**src/rtl/pipe_hazard_sched.sv**
```systemverilog
// Control-path scheduler for a 5-stage MIPS pipeline: carries decoded control ID->EX->MEM->WB,
// resolves load-use / branch / memory-wait hazards and drives EX operand forwarding selects.
module pipe_hazard_sched #(
    parameter int unsigned RAW = 5
) (
    input  logic           clk,
    input  logic           rst_n,
    input  logic           id_reg_w,
    input  logic           id_mem_to_reg,
    input  logic           id_mem_write,
    input  logic [RAW-1:0] id_rs,
    input  logic [RAW-1:0] id_rt,
    input  logic [RAW-1:0] id_dst,
    input  logic           id_uses_rs,
    input  logic           id_uses_rt,
    input  logic           ex_pc_src,
    input  logic           dmem_ready,
    output logic           pc_en,
    output logic           ifid_en,
    output logic           ifid_flush,
    output logic           dmem_req,
    output logic           ex_mem_to_reg,
    output logic           ex_mem_write,
    output logic           ex_reg_w,
    output logic           mem_mem_to_reg,
    output logic           mem_mem_write,
    output logic           mem_reg_w,
    output logic           wb_mem_to_reg,
    output logic           wb_reg_w,
    output logic [RAW-1:0] wb_dst,
    output logic [1:0]     fwd_a,
    output logic [1:0]     fwd_b
);

    typedef enum logic [1:0] {
        ModeNormal,
        ModeLoadUse,
        ModeFlush,
        ModeFreeze
    } mode_e;

    localparam logic [RAW-1:0] RegZero = '0;

    // EX stage
    logic           ex_mem_to_reg_q, ex_mem_to_reg_d;
    logic           ex_mem_write_q, ex_mem_write_d;
    logic           ex_reg_w_q, ex_reg_w_d;
    logic [RAW-1:0] ex_rs_q, ex_rs_d;
    logic [RAW-1:0] ex_rt_q, ex_rt_d;
    logic [RAW-1:0] ex_dst_q, ex_dst_d;
    // MEM stage
    logic           mem_mem_to_reg_q, mem_mem_to_reg_d;
    logic           mem_mem_write_q, mem_mem_write_d;
    logic           mem_reg_w_q, mem_reg_w_d;
    logic [RAW-1:0] mem_dst_q, mem_dst_d;
    // WB stage
    logic           wb_mem_to_reg_q, wb_mem_to_reg_d;
    logic           wb_reg_w_q, wb_reg_w_d;
    logic [RAW-1:0] wb_dst_q, wb_dst_d;

    logic  freeze;
    logic  flush;
    logic  load_use;
    logic  rs_hit;
    logic  rt_hit;
    mode_e mode;

    assign dmem_req = mem_mem_to_reg_q | mem_mem_write_q;
    assign freeze   = dmem_req & ~dmem_ready;
    assign flush    = ex_pc_src & ~freeze;

    assign rs_hit   = id_uses_rs & (id_rs == ex_dst_q);
    assign rt_hit   = id_uses_rt & (id_rt == ex_dst_q);
    assign load_use = ex_mem_to_reg_q & (ex_dst_q != RegZero) & (rs_hit | rt_hit);

    always_comb begin
        mode = ModeNormal;
        if (freeze) begin
            mode = ModeFreeze;
        end else if (flush) begin
            mode = ModeFlush;
        end else if (load_use) begin
            mode = ModeLoadUse;
        end
    end

    always_comb begin
        pc_en      = 1'b1;
        ifid_en    = 1'b1;
        ifid_flush = 1'b0;
        unique case (mode)
            ModeFreeze: begin
                pc_en   = 1'b0;
                ifid_en = 1'b0;
            end
            ModeFlush: begin
                ifid_flush = 1'b1;
            end
            ModeLoadUse: begin
                pc_en   = 1'b0;
                ifid_en = 1'b0;
            end
            ModeNormal: begin
            end
            default: begin
            end
        endcase
    end

    always_comb begin
        ex_mem_to_reg_d  = ex_mem_to_reg_q;
        ex_mem_write_d   = ex_mem_write_q;
        ex_reg_w_d       = ex_reg_w_q;
        ex_rs_d          = ex_rs_q;
        ex_rt_d          = ex_rt_q;
        ex_dst_d         = ex_dst_q;
        mem_mem_to_reg_d = mem_mem_to_reg_q;
        mem_mem_write_d  = mem_mem_write_q;
        mem_reg_w_d      = mem_reg_w_q;
        mem_dst_d        = mem_dst_q;
        wb_mem_to_reg_d  = 1'b0;
        wb_reg_w_d       = 1'b0;
        wb_dst_d         = RegZero;

        // Freeze keeps EX/MEM and lets WB drain to a bubble so no regfile write repeats.
        if (mode != ModeFreeze) begin
            wb_mem_to_reg_d  = mem_mem_to_reg_q;
            wb_reg_w_d       = mem_reg_w_q;
            wb_dst_d         = mem_dst_q;
            mem_mem_to_reg_d = ex_mem_to_reg_q;
            mem_mem_write_d  = ex_mem_write_q;
            mem_reg_w_d      = ex_reg_w_q;
            mem_dst_d        = ex_dst_q;
            if (mode == ModeNormal) begin
                ex_mem_to_reg_d = id_mem_to_reg;
                ex_mem_write_d  = id_mem_write;
                ex_reg_w_d      = id_reg_w;
                ex_rs_d         = id_rs;
                ex_rt_d         = id_rt;
                ex_dst_d        = id_dst;
            end else begin
                ex_mem_to_reg_d = 1'b0;
                ex_mem_write_d  = 1'b0;
                ex_reg_w_d      = 1'b0;
                ex_rs_d         = RegZero;
                ex_rt_d         = RegZero;
                ex_dst_d        = RegZero;
            end
        end
    end

    always_ff @(posedge clk or negedge rst_n) begin
        if (!rst_n) begin
            ex_mem_to_reg_q  <= 1'b0;
            ex_mem_write_q   <= 1'b0;
            ex_reg_w_q       <= 1'b0;
            ex_rs_q          <= '0;
            ex_rt_q          <= '0;
            ex_dst_q         <= '0;
            mem_mem_to_reg_q <= 1'b0;
            mem_mem_write_q  <= 1'b0;
            mem_reg_w_q      <= 1'b0;
            mem_dst_q        <= '0;
            wb_mem_to_reg_q  <= 1'b0;
            wb_reg_w_q       <= 1'b0;
            wb_dst_q         <= '0;
        end else begin
            ex_mem_to_reg_q  <= ex_mem_to_reg_d;
            ex_mem_write_q   <= ex_mem_write_d;
            ex_reg_w_q       <= ex_reg_w_d;
            ex_rs_q          <= ex_rs_d;
            ex_rt_q          <= ex_rt_d;
            ex_dst_q         <= ex_dst_d;
            mem_mem_to_reg_q <= mem_mem_to_reg_d;
            mem_mem_write_q  <= mem_mem_write_d;
            mem_reg_w_q      <= mem_reg_w_d;
            mem_dst_q        <= mem_dst_d;
            wb_mem_to_reg_q  <= wb_mem_to_reg_d;
            wb_reg_w_q       <= wb_reg_w_d;
            wb_dst_q         <= wb_dst_d;
        end
    end

    // MEM result is newer than WB, so it wins when both match.
    function automatic logic [1:0] fwd_sel(input logic [RAW-1:0] src);
        logic [1:0] sel;
        sel = 2'b00;
        if (mem_reg_w_q && (mem_dst_q != RegZero) && (mem_dst_q == src)) begin
            sel = 2'b10;
        end else if (wb_reg_w_q && (wb_dst_q != RegZero) && (wb_dst_q == src)) begin
            sel = 2'b01;
        end
        return sel;
    endfunction

    assign fwd_a = fwd_sel(ex_rs_q);
    assign fwd_b = fwd_sel(ex_rt_q);

    assign ex_mem_to_reg  = ex_mem_to_reg_q;
    assign ex_mem_write   = ex_mem_write_q;
    assign ex_reg_w       = ex_reg_w_q;
    assign mem_mem_to_reg = mem_mem_to_reg_q;
    assign mem_mem_write  = mem_mem_write_q;
    assign mem_reg_w      = mem_reg_w_q;
    assign wb_mem_to_reg  = wb_mem_to_reg_q;
    assign wb_reg_w       = wb_reg_w_q;
    assign wb_dst         = wb_dst_q;

endmodule

```
**config.mk**
```make
export PLATFORM = sky130hd
export DESIGN_NAME = pipe_hazard_sched
export DESIGN_NICKNAME = d
export VERILOG_FILES = /design/src/rtl/pipe_hazard_sched.sv
export SDC_FILE = /design/constraint.sdc
export NUM_CORES = 1
export LEC_CHECK = 0
export ABC_AREA = 1
export ABC_CLOCK_PERIOD_IN_PS = 4900
export CAP_MARGIN = 10
export CORE_MARGIN = 1.5
export CORE_UTILIZATION = 54
export CTS_BUF_LIST = sky130_fd_sc_hd__clkbuf_2 sky130_fd_sc_hd__clkbuf_4 sky130_fd_sc_hd__clkbuf_8
export CTS_CLUSTER_SIZE = 28
export DETAILED_ROUTE_END_ITERATION = 12
export GPL_TIMING_DRIVEN = 0
export PLACE_DENSITY = 0.87
export SYNTH_ARGS = -nofsm -noshare
export SYNTH_HDL_FRONTEND = slang
export SYNTH_SLANG_ARGS = --single-unit
```
**constraint.sdc**
```tcl
create_clock -name clk -period 4.9 [get_ports clk]
set_input_delay 1.47 -clock clk [delete_from_list [all_inputs] [get_ports clk]]
set_output_delay 1.47 -clock clk [all_outputs]
set_load 0.05 [all_outputs]
```
==> results by group <==
Power
  – Peak VDD IR: 0.2872 mV
  – Switching part of the total: 40.63%
  – Clock network fraction of design power: 22.2%
  – Leakage: 1.225 nW
  – Power Density: 426.1 mW/mm2
  – Int Pwr: 0.5963 mW
  – Total power: 1.004 mW
  – Seq pwr share: 38.0%
  – Net load switching power: 0.4081 mW
  – Comb pwr share: 39.9%

Place
  – Worst slack, placed: -0.3026 ns
  – Placement Cell Area: 0.002277 mm2
  – Cell Count Post-Placement: 317
  – Routability cong.: 0.8599
  – Port buffer count: 44
  – HPWL Detailed: 3318 um

Finish
  – Post-layout util: 75.97%
  – Synth-to-layout area growth: 31.93%
  – Layout cells sized above 1: 9.609%
  – Commonest non-fill, non-tap cell in the layout: nand2_1
  – Antenna cell count: 0
  – Non-Filler Instances: 325
  – Final instance area: 0.002357 mm2
  – Final net count: 304
  – Most frequent cells in the layout: nand2_1 (76), clkdlybuf4s50_1 (40), dfrtp_1 (33)

STA
  – Setup Total Neg Slack: 0 ns
  – Fin crit share: 95.02%
  – Hold Slack: 0.5192 ns
  – Final worst setup slack: 0.2438 ns
  – Tmin final: 4.656 ns
  – Slew Limit Fails: 0
  – Slew headroom: 53.32%
  – Final setup vio count: 0
  – Final hold viol count: 0
  – Clock Skews: 0.004816 ns
  – Max frequency: 214.8 MHz
  – RSZ-0062 raised after global routing: no
  – Actual slew at the worst max-slew pin: 0.7001 ns

Global route
  – First-pass GRT wire length: 7127 um
  – Initial antenna violation count: 0
  – Grt ovf: 0
  – Largest net degree at the start of global routing: 34
  – Vias in the first global route: 1611
  – GRT Overall Usage: 26.95%

Clock network
  – Total number of H-tree levels: 2
  – Worst-path clk slew: 0.10 ns
  – Clock Sinks: 33
  – Deepest clock path buffer count: 2
  – Root Buffer: clkbuf_4
  – # hold bufs at CTS: 0
  – Cts bufs inserted: 5
  – Clock Latency Late Sink: 0.34 ns
  – CTS tree: built
  – Setup Fix Bufs, Post-CTS: 0

Floorplanning
  – Initial Util: 57.58%
  – I/O pin cnt: 45
  – Die X: 60.52 um
  – Core area: 0.003103 mm2
  – Die area: 0.003663 mm2
  – Die height: 60.52 um
  – Rows: 20

Drt
  – DRC: 0
  – Routed vias: 1659
  – Via density: 5.105
  – TritonRoute pass-1 iters: 4
  – Routed wire per std cell: 13.37 um
  – Detailed Route WL: 4344 um
  – DRT iter0 DRCs: 90
  – Post-DRT Antenna Nets: 0

Hold path
  – Hold Path Class: register to register
  – Worst hold stages: 2

Critical path
  – Critical path capture point type: primary output
  – CP peak stage delay: 0.53 ns
  – Ordered cell list for the critical path: clkdlybuf4s50_1, inv_1, nand2_2, clkinv_1, buf_2, nor2_1, dlygate4sd2_1
  – Worst path bufs/invs: 5
  – FF-to-FF path depth: 8
  – Crit. path cell count: 7
  – Slowest stage cell, crit path: dlygate4sd2_1
  – Crit path max-delay family: buffers and inverters
  – Critical setup path kind: primary input to primary output
  – WP data arrival: 3.19 ns
  – Max FO, Critical Path: 10
  – Crit path required time: 3.43 ns
  – Crit path launch type: primary input

Yosys
  – Post-synth net total: 253
  – Distinct cells, synth: 21
  – Cells after Synth: 229
  – Sequential area share after synthesis: 46.22%
  – Syn avg cell area: 7.802 um2
  – Post-Synthesis Cell Area: 0.001787 mm2
  – YS warnings: 0
  – Register bit total from synthesis: 33

Outcome
  – Status: finished, final reports clean

Flow run
  – Max_cap viols: 0
kinds of logic (layout without fill, tap and decap cells):
family,Yosys count,after routing,share of synthesized area [%]
flops,33,33,46.22
simple gates,128,128,31.58
compound gates,12,12,3.431
xor+xnor,20,20,9.803
buf+inv,36,88,8.963
final timing paths:
kind | endpoint | slack [ns] | from
max | ifid_flush | 0.24 | dmem_ready
min | wb_mem_to_reg | 0.52 | mem_mem_to_reg
max reg2reg | ex_reg_w | 3.39 | ex_dst_q[0]
min reg2reg | wb_mem_to_reg | 0.52 | mem_mem_to_reg
max in group asynchronous | ex_dst_q[3] | 3.29 | rst_n
min in group asynchronous | wb_dst[1] | 1.16 | rst_n
power groups by stage:
stage | clock network (mW) | logic (mW) | registers (mW)
global route | 0.237 | 0.435 | 0.389
global placement | 0 | 0.395 | 0.384
finish | 0.222 | 0.401 | 0.381
detailed placement | 0 | 0.403 | 0.385
CTS | 0.223 | 0.403 | 0.381
floorplan | 0 | 0.202 | 0.447
per-layer routing:
layer	up-vias	wire length [um]	track usage [%]	share of wire (%)
met4	0	85	9.938	2.0
met3	9	227	7.249	5.2
met1	776	1860	32.37	43
li1	824	-	-	-
met2	50	2171	46.58	50
met5	-	0	0	0
area by class of cell:
cell class	instances	area (um2)
inverters	27	101.3
fillers	252	745.7
clock inverters	1	30.03
repair buffers	44	426.7
flip-flops and latches	33	825.8
well taps	44	55.05
plain buffers	9	58.81
multi-input cells	160	800.8
clock buffers	7	58.81
worst register-to-register path: stages, from the launching register on:
cell	delay (ns)
dfrtp_1	0.45
inv_1	0.14
nand4_1	0.10
o21ai_0	0.20
inv_1	0.11
nand2_4	0.13
buf_6	0.15
nand4_1	0.09
nand2_1	0.08
synth_stat cells:
master	n	area share, %
a31oi_1	1	0.35
buf_2	5	1.4
buf_4	1	0.42
buf_6	2	1.3
clkbuf_1	1	0.21
clkinv_1	1	0.21
dfrtp_1	33	46
inv_1	23	4.8
inv_2	3	0.63
nand2_1	76	16
nand2_2	2	0.70
nand2_4	1	0.63
nand3_1	5	1.4
nand4_1	21	7.4
nor2_1	17	3.6
nor2_2	2	0.70
nor3_1	2	0.56
nor4_1	2	0.70
o21ai_0	11	3.1
xnor2_1	10	4.9
xor2_1	10	4.9
timing repair:
action | 4_1_cts | 5_1_grt
resized for setup | 4 | 3
endpoints found under the hold margin | 0 | 0
cloned | 0 | 0
setup endpoints to repair | 3 | 1
pin swaps | 0 | 0
No activity file was read; power rests on OpenSTA's default activity.
==> edit (same settings) <==
Take the reset off `mem_dst_q` and load it in a clocked block of its own.
--- a/src/rtl/pipe_hazard_sched.sv
+++ b/src/rtl/pipe_hazard_sched.sv
@@ -161,5 +161,4 @@
             mem_mem_write_q  <= 1'b0;
             mem_reg_w_q      <= 1'b0;
-            mem_dst_q        <= '0;
             wb_mem_to_reg_q  <= 1'b0;
             wb_reg_w_q       <= 1'b0;
@@ -175,9 +174,12 @@
             mem_mem_write_q  <= mem_mem_write_d;
             mem_reg_w_q      <= mem_reg_w_d;
-            mem_dst_q        <= mem_dst_d;
             wb_mem_to_reg_q  <= wb_mem_to_reg_d;
             wb_reg_w_q       <= wb_reg_w_d;
             wb_dst_q         <= wb_dst_d;
         end
+    end
+
+    always_ff @(posedge clk) begin
+        mem_dst_q <= mem_dst_d;
     end
 
Function: same outputs for any inputs over 10 cycles, from zero or initial values and one cycle with rst_n low; that may be too few to reach the edited logic, so the function may still have changed.
==> edit against the unedited design <==
- clock skew is 4.7 ps higher
- synthesized cell count is 4.8% lower
- sequential cell count stayed put
- final area is 0.69% lower
- first-iteration DRC count is 7.8% lower
- count of clock-buffer cells in the layout is 1 lower
- area after synthesis is 1.5% lower
- fmax is 2.2% lower
- wire length is 6.4% lower
- sequential power is 3% higher
- setup slack worse by 100 ps
- total power is 0.30% lower
==> edit: results (changes against the unedited design) <==
| Metric | Value |
|---|---|
| Cell Count, Final, Fillers Out | `315 (-3.1%)` |
| Routed length per instance | `12.9 um (-3.5%)` |
| Filler cells | `236 (-6.3%)` |
| Largest net degree at the start of global routing | `21 (-38%)` |
| Vias per cell | `5.00 (-2.0%)` |
| Dominant cells by area after synthesis | `dfrtp_1 40%, nand2_1 15%, edfxtp_1 8.5%` |
| Peak VDD IR | `0.283 mV (-1.5%)` |
| First-pass GRT wire length | `6.64 mm (-6.9%)` |
| Top cells by count, synth | `72 x nand2_1, 28 x dfrtp_1, 23 x inv_1` |
| Post-Place Cells | `307 (-3.2%)` |
| Initial DRC Count | `83 (-7.8%)` |
| Fin nets | `294 (-3.3%)` |
| DPL Wire Length | `3.02 mm (-9.0%)` |
| Post-synth EDFFs | `5 (+5)` |
| Resize count post-CTS | `3 (-1)` |
| Worst-margin pin slew | `505 ps (-195 ps)` |
| Leakage Power | `0.00119 uW (-2.7%)` |
| Post-Syn Instances | `218 (-4.8%)` |
| Status | `completed` |
| Async set-or-reset flop fraction in the synthesized netlist | `84.8% (-15 points)` |
| Setup Skew | `9.50 ps (+4.69 ps)` |
| Synth cell types | `20 (-4.8%)` |
| Final Wtd Congestion | `0.853 (-0.77%)` |
| Syn Nets | `242 (-4.3%)` |
| Post-synthesis sequential area ratio | `48.4% (+2.1 points)` |
==> edit: cell count changes in the layout (fill, tap and decap cells not counted), moves of 2 or more <==
cell / delta
nand2_1: -4
nor3_1: +2
o21ai_0: -5
edfxtp_1: +5
dfrtp_1: -5
==> edit: worst max-delay path: cells and delay by family <==
family / cells / cell delay (ps)
AOI/OAI and AO/OA: 1 / 200
and+or+nand+nor: 1 / 210
buffers and inverters: 5 / 1420
==> edit: worst paths after layout <==
kind | from | to | slack, ps | cells past startpoint
worst max-delay path | dmem_ready | ifid_en | 140 | 7
worst min-delay path | mem_mem_to_reg$_DFFE_PN0N_ | wb_mem_to_reg$_DFF_PN0_ | 510 | 2
worst max register to register | ex_dst_q[4]$_DFFE_PN0N_ | ex_rs_q[1]$_DFFE_PN0N_ | 3450 | 10
worst min register to register | mem_mem_to_reg$_DFFE_PN0N_ | wb_mem_to_reg$_DFF_PN0_ | 510 | 2
max in group asynchronous | rst_n | wb_dst[1]$_DFF_PN0_ | 2970 | 2
min in group asynchronous | rst_n | ex_dst_q[3]$_DFFE_PN0N_ | 1430 | 1
==> edit: final cells by class <==
type                            count  area, um2  share of cell area, %
Buffer                              8       55.1                   2.35
Sequential cell                    33        851                   36.3
Clock buffer                        6       45.0                   1.92
Multi-Input combinational cell    150        752                   32.1
Timing Repair Buffer               45        448                   19.1
Tap cell                           44       55.1                   2.35
Inverter                           27        101                   4.33
Clock inverter                      2       33.8                   1.44
==> edit: per-stage QoR <==
stage               util, %  setup TNS [ps]  setup WS [ps]  hold slack (ps)  power (uW)
global route           76.1               0           14.7              542        1060
CTS                    76.2               0           43.2              518        1000
finish                 76.1               0            139              514        1000
floorplan                 -               0            299              469         665
global placement       73.3            -435           -253              486         793
detailed placement     73.7            -421           -229              480         805
==> edit: cell families (layout without fill, tap and decap cells) <==
family	Yosys count	after routing	share of synthesized area (%)
buffers and inverters	35	88	8.89
flip-flops	33	33	48.4
XOR/XNOR	20	20	9.96
AO/OA/AOI/OAI	7	7	2.06
AND/OR/NAND/NOR	123	123	30.7
==> edit: routing by layer <==
metal  track usage (%)  part of all wire [%]  up-vias
met1              30.1                    40      707
met2              46.7                    51       64
met4              7.62                  0.96        0
met5                 0                     0        -
li1                  -                     -      799
met3              8.01                   7.8        5
==> edit: power by group through the flow <==
stage | clock [uW] | sequential [uW] | combinational [uW]
3_5_place_dp | 0 | 397 | 408
2_1_floorplan | 0 | 468 | 197
5_1_grt | 220 | 399 | 439
6_report | 205 | 392 | 404
4_1_cts | 205 | 392 | 406
3_3_place_gp | 0 | 395 | 398
